## config.mk

```make
export PLATFORM = sky130hd
export DESIGN_NAME = reg_wb_queue
export DESIGN_NICKNAME = d
export VERILOG_FILES = /design/src/rtl/reg_wb_queue.sv
export SDC_FILE = /design/constraint.sdc
export NUM_CORES = 1
export LEC_CHECK = 0
export ABC_CLOCK_PERIOD_IN_PS = 5100
export CAP_MARGIN = 20
export CORE_MARGIN = 4
export CORE_UTILIZATION = 36
export CTS_BUF_LIST = sky130_fd_sc_hd__clkbuf_4
export DETAILED_ROUTE_END_ITERATION = 10
export GPL_ROUTABILITY_DRIVEN = 0
export MAX_ROUTING_LAYER = met4
export PLACE_DENSITY = 0.64
export SLEW_MARGIN = 0
export SYNTH_ARGS = -nofsm -noshare
export SYNTH_HDL_FRONTEND = slang
export SYNTH_SLANG_ARGS = --single-unit
```

## constraint.sdc

```tcl
create_clock -name clk -period 5.1 [get_ports clk]
set_input_delay 1.275 -clock clk [delete_from_list [all_inputs] [get_ports clk]]
set_output_delay 1.275 -clock clk [all_outputs]
set_load 0.02 [all_outputs]
```

## src/rtl/reg_wb_queue.sv

```systemverilog
// reg_wb_queue: arbitrates EXU/LSU writeback results into an in-order FIFO draining onto the register-file write port.
// Optional macro REG_WB_FWD_EN adds youngest-match forwarding of queued data to the hazard query ports.
module reg_wb_queue #(
    parameter int ADDR_W = 5,
    parameter int DATA_W = 32,
    parameter int DEPTH  = 4
) (
    input  logic              clk,
    input  logic              rst,
    input  logic              exu_valid_in,
    input  logic [ADDR_W-1:0] exu_addr_in,
    input  logic [DATA_W-1:0] exu_data_in,
    output logic              exu_ready_out,
    input  logic              lsu_valid_in,
    input  logic [ADDR_W-1:0] lsu_addr_in,
    input  logic [DATA_W-1:0] lsu_data_in,
    output logic              lsu_ready_out,
    output logic              reg_wr_en_out,
    output logic [ADDR_W-1:0] reg_wr_addr_out,
    output logic [DATA_W-1:0] reg_wr_data_out,
    input  logic [ADDR_W-1:0] rs1_addr_in,
    input  logic [ADDR_W-1:0] rs2_addr_in,
    output logic              rs1_hit_out,
    output logic              rs2_hit_out,
    output logic [DATA_W-1:0] rs1_fwd_data_out,
    output logic [DATA_W-1:0] rs2_fwd_data_out,
    output logic              empty_out
);
    localparam int PW = $clog2(DEPTH);
    localparam logic [PW:0] FULL = (PW+1)'(DEPTH);

    logic [PW:0]       count_q, count_d;
    logic [PW-1:0]     rd_ptr_q, rd_ptr_d, wr_ptr_q, wr_ptr_d;
    logic              rr_last_q, rr_last_d;
    logic [ADDR_W-1:0] addr_q [DEPTH];
    logic [ADDR_W-1:0] addr_d [DEPTH];
    logic [DATA_W-1:0] data_q [DEPTH];
    logic [DATA_W-1:0] data_d [DEPTH];
    logic              grant_lsu, grant_exu, room, hs, push, pop;
    logic [ADDR_W-1:0] in_addr;
    logic [DATA_W-1:0] in_data;
    logic [DEPTH-1:0]  occ;

    // rr_last_q = 1 means LSU won the previous handshake
    always_comb begin
        grant_lsu = lsu_valid_in && (!exu_valid_in || !rr_last_q);
        grant_exu = exu_valid_in && !grant_lsu;
        room = count_q != FULL;
        exu_ready_out = grant_exu && room;
        lsu_ready_out = grant_lsu && room;
        hs = exu_ready_out || lsu_ready_out;
        in_addr = lsu_ready_out ? lsu_addr_in : exu_addr_in;
        in_data = lsu_ready_out ? lsu_data_in : exu_data_in;
        push = hs && in_addr != '0;
        pop = count_q != '0;
        rr_last_d = hs ? lsu_ready_out : rr_last_q;
        count_d = count_q + (PW+1)'(push) - (PW+1)'(pop);
        wr_ptr_d = wr_ptr_q + PW'(push);
        rd_ptr_d = rd_ptr_q + PW'(pop);
        addr_d = addr_q;
        data_d = data_q;
        if (push) begin
            addr_d[wr_ptr_q] = in_addr;
            data_d[wr_ptr_q] = in_data;
        end
    end

    always_comb begin
        reg_wr_en_out = pop;
        reg_wr_addr_out = pop ? addr_q[rd_ptr_q] : '0;
        reg_wr_data_out = pop ? data_q[rd_ptr_q] : '0;
        empty_out = !pop;
        rs1_hit_out = 1'b0;
        rs2_hit_out = 1'b0;
        for (int i = 0; i < DEPTH; i++) begin
            occ[i] = {1'b0, PW'(i) - rd_ptr_q} < count_q;
            if (occ[i] && rs1_addr_in != '0 && addr_q[i] == rs1_addr_in) rs1_hit_out = 1'b1;
            if (occ[i] && rs2_addr_in != '0 && addr_q[i] == rs2_addr_in) rs2_hit_out = 1'b1;
        end
    end

`ifdef REG_WB_FWD_EN
    logic [PW-1:0] fwd_idx;

    // walk oldest to youngest so the last match (youngest) wins
    always_comb begin
        rs1_fwd_data_out = '0;
        rs2_fwd_data_out = '0;
        fwd_idx = rd_ptr_q;
        for (int k = 0; k < DEPTH; k++) begin
            fwd_idx = rd_ptr_q + PW'(k);
            if ({1'b0, PW'(k)} < count_q && rs1_addr_in != '0 && addr_q[fwd_idx] == rs1_addr_in)
                rs1_fwd_data_out = data_q[fwd_idx];
            if ({1'b0, PW'(k)} < count_q && rs2_addr_in != '0 && addr_q[fwd_idx] == rs2_addr_in)
                rs2_fwd_data_out = data_q[fwd_idx];
        end
    end
`else
    assign rs1_fwd_data_out = '0;
    assign rs2_fwd_data_out = '0;
`endif

    always_ff @(posedge clk) begin
        if (rst) begin
            count_q <= '0;
            rd_ptr_q <= '0;
            wr_ptr_q <= '0;
            rr_last_q <= 1'b0;
        end else begin
            count_q <= count_d;
            rd_ptr_q <= rd_ptr_d;
            wr_ptr_q <= wr_ptr_d;
            rr_last_q <= rr_last_d;
        end
        addr_q <= addr_d;
        data_q <= data_d;
    end
endmodule

```

==> run summary, run 1 <==
run status = finished, final reports clean
post-synthesis cell count = 549
CTS Root Cell = clkbuf_4
initial antenna violation count = 0
Tmin final = 4.634 ns
Vias = 4508
Vias/cell = 4.676
Final ANT Viol Nets = 0
Max-Cap Viols = 0
Final Non-Filler Cells = 964
Clk Latency, worst-skew pair = 0.54 ns
Synth area leaders = edfxtp_1 (58%), mux4_2 (11%), buf_4 (6.6%), nand2_1 (4.9%), nor2b_1 (3.4%)
fin util = 44.24%
Slew @ Worst Pin = 0.6382 ns
Yosys warnings = 0
PwrDens = 505.3 nW/um^2
Placed Cells = 933
Crit path required time = 3.83 ns
Synth area leader = edfxtp_1
register area share after synthesis = 60.22%
Seq cells post-synth = 156
IO buf count = 130
max-slew violations = 0
GR Util All Layers = 14.48%
crit path max fanout = 5
CTS max path bufs = 2
Synth async-reset ratio = 0%
Worst slew margin = 57.22%
Clock Sinks = 156
commonest non-fill, non-tap cell in the layout = edfxtp_1
htree depth = 4
Final Hold Slack = 0.4752 ns
postcts setup bufs = 0
Routed wire per std cell = 17.18 um
Finish-stage setup viols = 0
overall die width = 153.7 um
Crit Path Category = in -> out
Mapped Area = 7646 sq um
first-pass GRT wire length = 25620 um
syn_area_per_cell = 13.93 sq um
Area growth, synth to finish = 21.24%
Power Total = 4.684 mW
# IOs = 195
ys flop type = edfxtp_1
Inserted Clock Buffers = 17
Final Cycle Share = 90.86%
RSZ-0062 raised after global routing = no
Resized cells post-CTS = 0
top cell type's share of synthesized area = 58.12%
crit path DAT = 3.36 ns
Initial DRT Pass Iterations = 4
largest net degree at the start of global routing = 34
Residual DRC = 0
crit path launch type = input pin
Die Y = 153.7 um
CTS tree = done
gr ovfl total = 0
Initial Utilization = 36.49%
HP Class = reg -> reg
Inserted Diodes = 0
Post-synth EDFFs = 148
Clock Pin Slew Worst Setup and Hold Paths = 0.12 ns
Max VDD drop = 0.2134 mV
FP Rows = 53
area of the die = 23630 sq um
clk_skew = 0.009339 ns
Pleak = 3.278 nW
commonest non-fill, non-tap cells in the layout = edfxtp_1 (148), clkdlybuf4s50_1 (130), nand2_1 (99)
layout cell share with drive strength beyond 1 = 13.64%
Post-CTS Hold Buffers = 0
Core ar. = 20960 sq um
vias in the first global route = 4772
DP HPWL = 11650 um
fmax = 215.8 MHz
final hold vios = 0
CP endpoint kind = primary output
setup TNS = 0 ns
fin nets = 774
synth unique cells = 34
initial DRC count = 281
Final Routed Wirelength = 16570 um
## stage by stage
| stage | setup WS [ns] | cell area, sq um |
|---|---|---|
| 6_report | 0.4662 | 9270 |
| 4_1_cts | 0.4741 | 9270 |
| 3_5_place_dp | 0.4884 | 9009 |
| 2_1_floorplan | 0.1181 | 7888 |
| 5_1_grt | 0.3433 | 9270 |
| 3_3_place_gp | 0.5709 | 9009 |
## metal layers
layer	track usage (%)	vias up	part of all wire (%)
li1	-	2084	-
met4	5.845	0	2.9
met3	3.434	36	5.9
met2	23.54	206	49
met5	-	-	0
met1	17.52	2182	43
## power by group
part	switching, mW	total (mW)	internal [mW]
clock network	0.408	0.696	0.287
logic	1.12	2.10	0.979
registers	0.135	1.89	1.75
## final cells by class
class / instances / area, sq um
fillers: 1876 / 11690
flip-flops and latches: 156 / 4607
multi-input cells: 351 / 2611
repair buffers: 141 / 1409
well taps: 275 / 344.1
clock buffers: 18 / 135.1
clock inverters: 13 / 126.4
inverters: 10 / 37.54
## flip-flops by register name (all words and copies together), names as in the netlist
signal	count
addr_q	20
wr_ptr_q	2
count_q	3
rr_last_q	1
data_q	128
rd_ptr_q	2
## cells by family (layout without fill, tap and decap cells)
kind of cell	Yosys count	in the layout	synth area share, %
AND/OR/NAND/NOR	179	179	11.09
flip-flops	156	156	60.22
buffers and inverters	105	182	9.114
XOR/XNOR	45	45	5.155
multiplexers	43	43	11.81
AO/OA/AOI/OAI	11	11	0.9818
adder cells (fa/ha/maj)	9	9	1.571
other	1	64	0.04904
## cells in the mapped netlist, types with 9 or more instances
| library cell | count |
|---|---|
| buf_4 | 67 |
| clkbuf_1 | 12 |
| edfxtp_1 | 148 |
| inv_1 | 9 |
| mux4_2 | 37 |
| nand2_1 | 99 |
| nor2_1 | 9 |
| nor2b_1 | 41 |
| nor4_1 | 10 |
| xnor2_1 | 28 |
| xor2_1 | 17 |
## worst max-delay path, stage by stage
cell	delay, ns
clkdlybuf4s50_1	0.66
xnor2_1	0.18
nand3_1	0.09
nor4_1	0.31
nor4_1	0.10
a21oi_1	0.12
clkdlybuf4s50_1	0.62
## worst paths after layout
check	from	endpoint	slack (ns)	depth (start not counted)
max reg2reg	count_q[2]$_SDFF_PP0_	count_q[2]$_SDFF_PP0_	2.00	12
min	rr_last_q$_SDFFE_PP0P_	rr_last_q$_SDFFE_PP0P_	0.48	2
max	rs2_addr_in[4]	rs2_hit_out	0.47	7
min reg2reg	rr_last_q$_SDFFE_PP0P_	rr_last_q$_SDFFE_PP0P_	0.48	2
Power figures use the tool's default switching activity.
==> inputs of run 2 (changes only) <==
Settings changed: CAP_MARGIN 20 to not set, CORE_UTILIZATION 36 to 46, PLACE_DENSITY 0.64 to 0.79.
==> run 2 against run 1 <==
  * Clock-buffer cell count is the same
  * Final cell count fell by 6.0%
  * Flip-flop and latch count did not move
  * Die area is 21% lower
  * Register-to-register slack worse by 0.22 ns
  * Maximum frequency is 0.61% higher
  * Final area fell by 0.23%
  * Largest power group unchanged
==> run summary, run 2 (same netlist as run 1, synthesis figures left out) <==
run status = finished, final reports clean
setup TNS = 0 ns (unchanged)
Power Total = 4.762 mW (+1.7%)
Worst slew margin = 55.24% (-2.0 points)
GR Util All Layers = 18.35% (+3.9 points)
Final ANT Viol Nets = 0 (unchanged)
Seq pwr share = 39.6% (-0.7 points)
Int Power = 3.086 mW (+2.3%)
IO buf count = 130 (unchanged)
Residual DRC = 0 (unchanged)
Initial Utilization = 47.62% (+11 points)
Max VDD drop = 0.2700 mV (+27%)
FP Rows = 46 (-13%)
DP HPWL = 11450 um (-1.7%)
sequential cell area = 4607 sq um (unchanged)
htree depth = 4 (unchanged)
Crit Path Category = in -> out
postcts setup bufs = 0 (unchanged)
R2R depth = 13 (+1)
WHS Path Cells = 2 (unchanged)
overall die width = 136.9 um (-11%)
RSZ-0062 raised after global routing = no
Final Routed Wirelength = 16330 um (-1.4%)
Final Non-Filler Cells = 906 (-6.0%)
Switch Pwr = 1.676 mW (+0.56%)
HP Class = reg -> reg
Pleak = 3.308 nW (+0.92%)
Slew @ Worst Pin = 0.6706 ns (+0.03248 ns)
Post-CTS Hold Buffers = 0 (unchanged)
Max-Cap Viols = 0 (unchanged)
Top Registers = data_q: 128 flops, addr_q: 20 flops, count_q: 3 flops
Core ar. = 16060 sq um (-23%)
Inserted Diodes = 0 (unchanged)
Clock Pin Slew Worst Setup and Hold Paths = 0.12 ns (about the same)
Biggest register = data_q
initial antenna violation count = 0 (unchanged)
fmax = 217.1 MHz (+0.61%)
CTS Root Cell = clkbuf_4
Placed Cells = 874 (-6.3%)
max reg flops = 128 (unchanged)
commonest non-fill, non-tap cells in the layout = edfxtp_1 (148), clkdlybuf4s50_1 (130), nand2_1 (99)
Routed wire per std cell = 18.02 um (+4.9%)
# IOs = 195 (unchanged)
vias in the first global route = 4713 (-1.2%)
max-slew violations = 0 (unchanged)
Fillers = 1211 (-35%)
Vias/cell = 4.989 (+6.7%)
initial DRC count = 256 (-8.9%)
Die Y = 136.9 um (-11%)
Clock Sinks = 156 (unchanged)
Area growth, synth to finish = 20.96%
Initial DRT Pass Iterations = 4 (unchanged)
Tmin final = 4.606 ns (-0.02808 ns)
layout cell share with drive strength beyond 1 = 13.91% (+0.27 points)
clk_skew = 0.01902 ns (+0.009680 ns)
largest net degree at the start of global routing = 40 (+18%)
CTS tree = done
Finish-stage setup viols = 0 (unchanged)
PwrDens = 514.9 nW/um^2 (+1.9%)
crit path DAT = 3.33 ns (-0.03 ns)
area of the die = 18750 sq um (-21%)
final hold vios = 0 (unchanged)
CP endpoint kind = primary output
fin nets = 774 (unchanged)
commonest non-fill, non-tap cell in the layout = edfxtp_1
Final Hold Slack = 0.4930 ns (+0.01775 ns)
Inserted Clock Buffers = 17 (unchanged)
crit path launch type = input pin
Final Cycle Share = 90.31% (-0.55 points)
gr ovfl total = 0 (unchanged)
sw frac = 35.20% (-0.39 points)
crit path max fanout = 5 (unchanged)
clock power share = 16.2% (+1.3 points)
first-pass GRT wire length = 24960 um (-2.6%)
CTS max path bufs = 2 (unchanged)
Crit path required time = 3.83 ns (about the same)
Comb pwr share = 44.3% (-0.6 points)
Clk Latency, worst-skew pair = 0.51 ns (-0.03 ns)
Resized cells post-CTS = 0 (unchanged)
area of the multi-input gates = 2611 sq um (unchanged)
Vias = 4520 (+0.27%)
[run 2: area by class of cell]
class | count | share of cell area (%)
Timing Repair Buffer | 141 | 15.37
Tap cell | 216 | 2.922
Sequential cell | 156 | 49.81
Inverter | 10 | 0.4058
Multi-Input combinational cell | 351 | 28.23
Clock buffer | 18 | 1.461
Clock inverter | 14 | 1.799
[run 2: routing by layer]
metal | GRT usage, % | vias up | wire length [um]
li1 | - | 2082 | -
met1 | 22.91 | 2190 | 6386
met2 | 30.98 | 225 | 8402
met3 | 3.346 | 23 | 1276
met4 | 5.044 | 0 | 261
met5 | - | - | 0
[run 2: path summary, 6_finish.rpt]
path / from / end / slack, ns
worst min register to register: rr_last_q$_SDFFE_PP0P_ / rr_last_q$_SDFFE_PP0P_ / 0.49
worst min-delay path: rr_last_q$_SDFFE_PP0P_ / rr_last_q$_SDFFE_PP0P_ / 0.49
worst max-delay path: rs2_addr_in[1] / rs2_hit_out / 0.49
worst max register to register: count_q[2]$_SDFF_PP0_ / count_q[2]$_SDFF_PP0_ / 1.78
[run 2: metrics by stage]
stage	instance area, sq um	worst slack, ns	utilization (%)
2_1_floorplan	7888	0.1181	-
3_3_place_gp	8947	0.5506	55.72
4_1_cts	9249	0.5000	57.60
5_1_grt	9249	0.3442	57.60
3_5_place_dp	8947	0.5030	55.72
6_report	9249	0.4943	57.60
[run 2: power groups by stage]
stage | Combinational, mW | Sequential [mW] | Clock [mW]
after floorplan | 1.40 | 1.85 | 0
after CTS | 2.15 | 1.89 | 0.793
final | 2.11 | 1.88 | 0.770
after global placement | 2.09 | 1.89 | 0
after global routing | 2.28 | 1.91 | 0.852
after detailed placement | 2.13 | 1.92 | 0
[run 2: worst max-delay path: stages]
cell	delay, ns
clkdlybuf4s50_1	0.64
xnor2_1	0.16
nand3_1	0.10
nor4_1	0.30
nor4_1	0.10
a21oi_1	0.13
clkdlybuf4s50_1	0.62
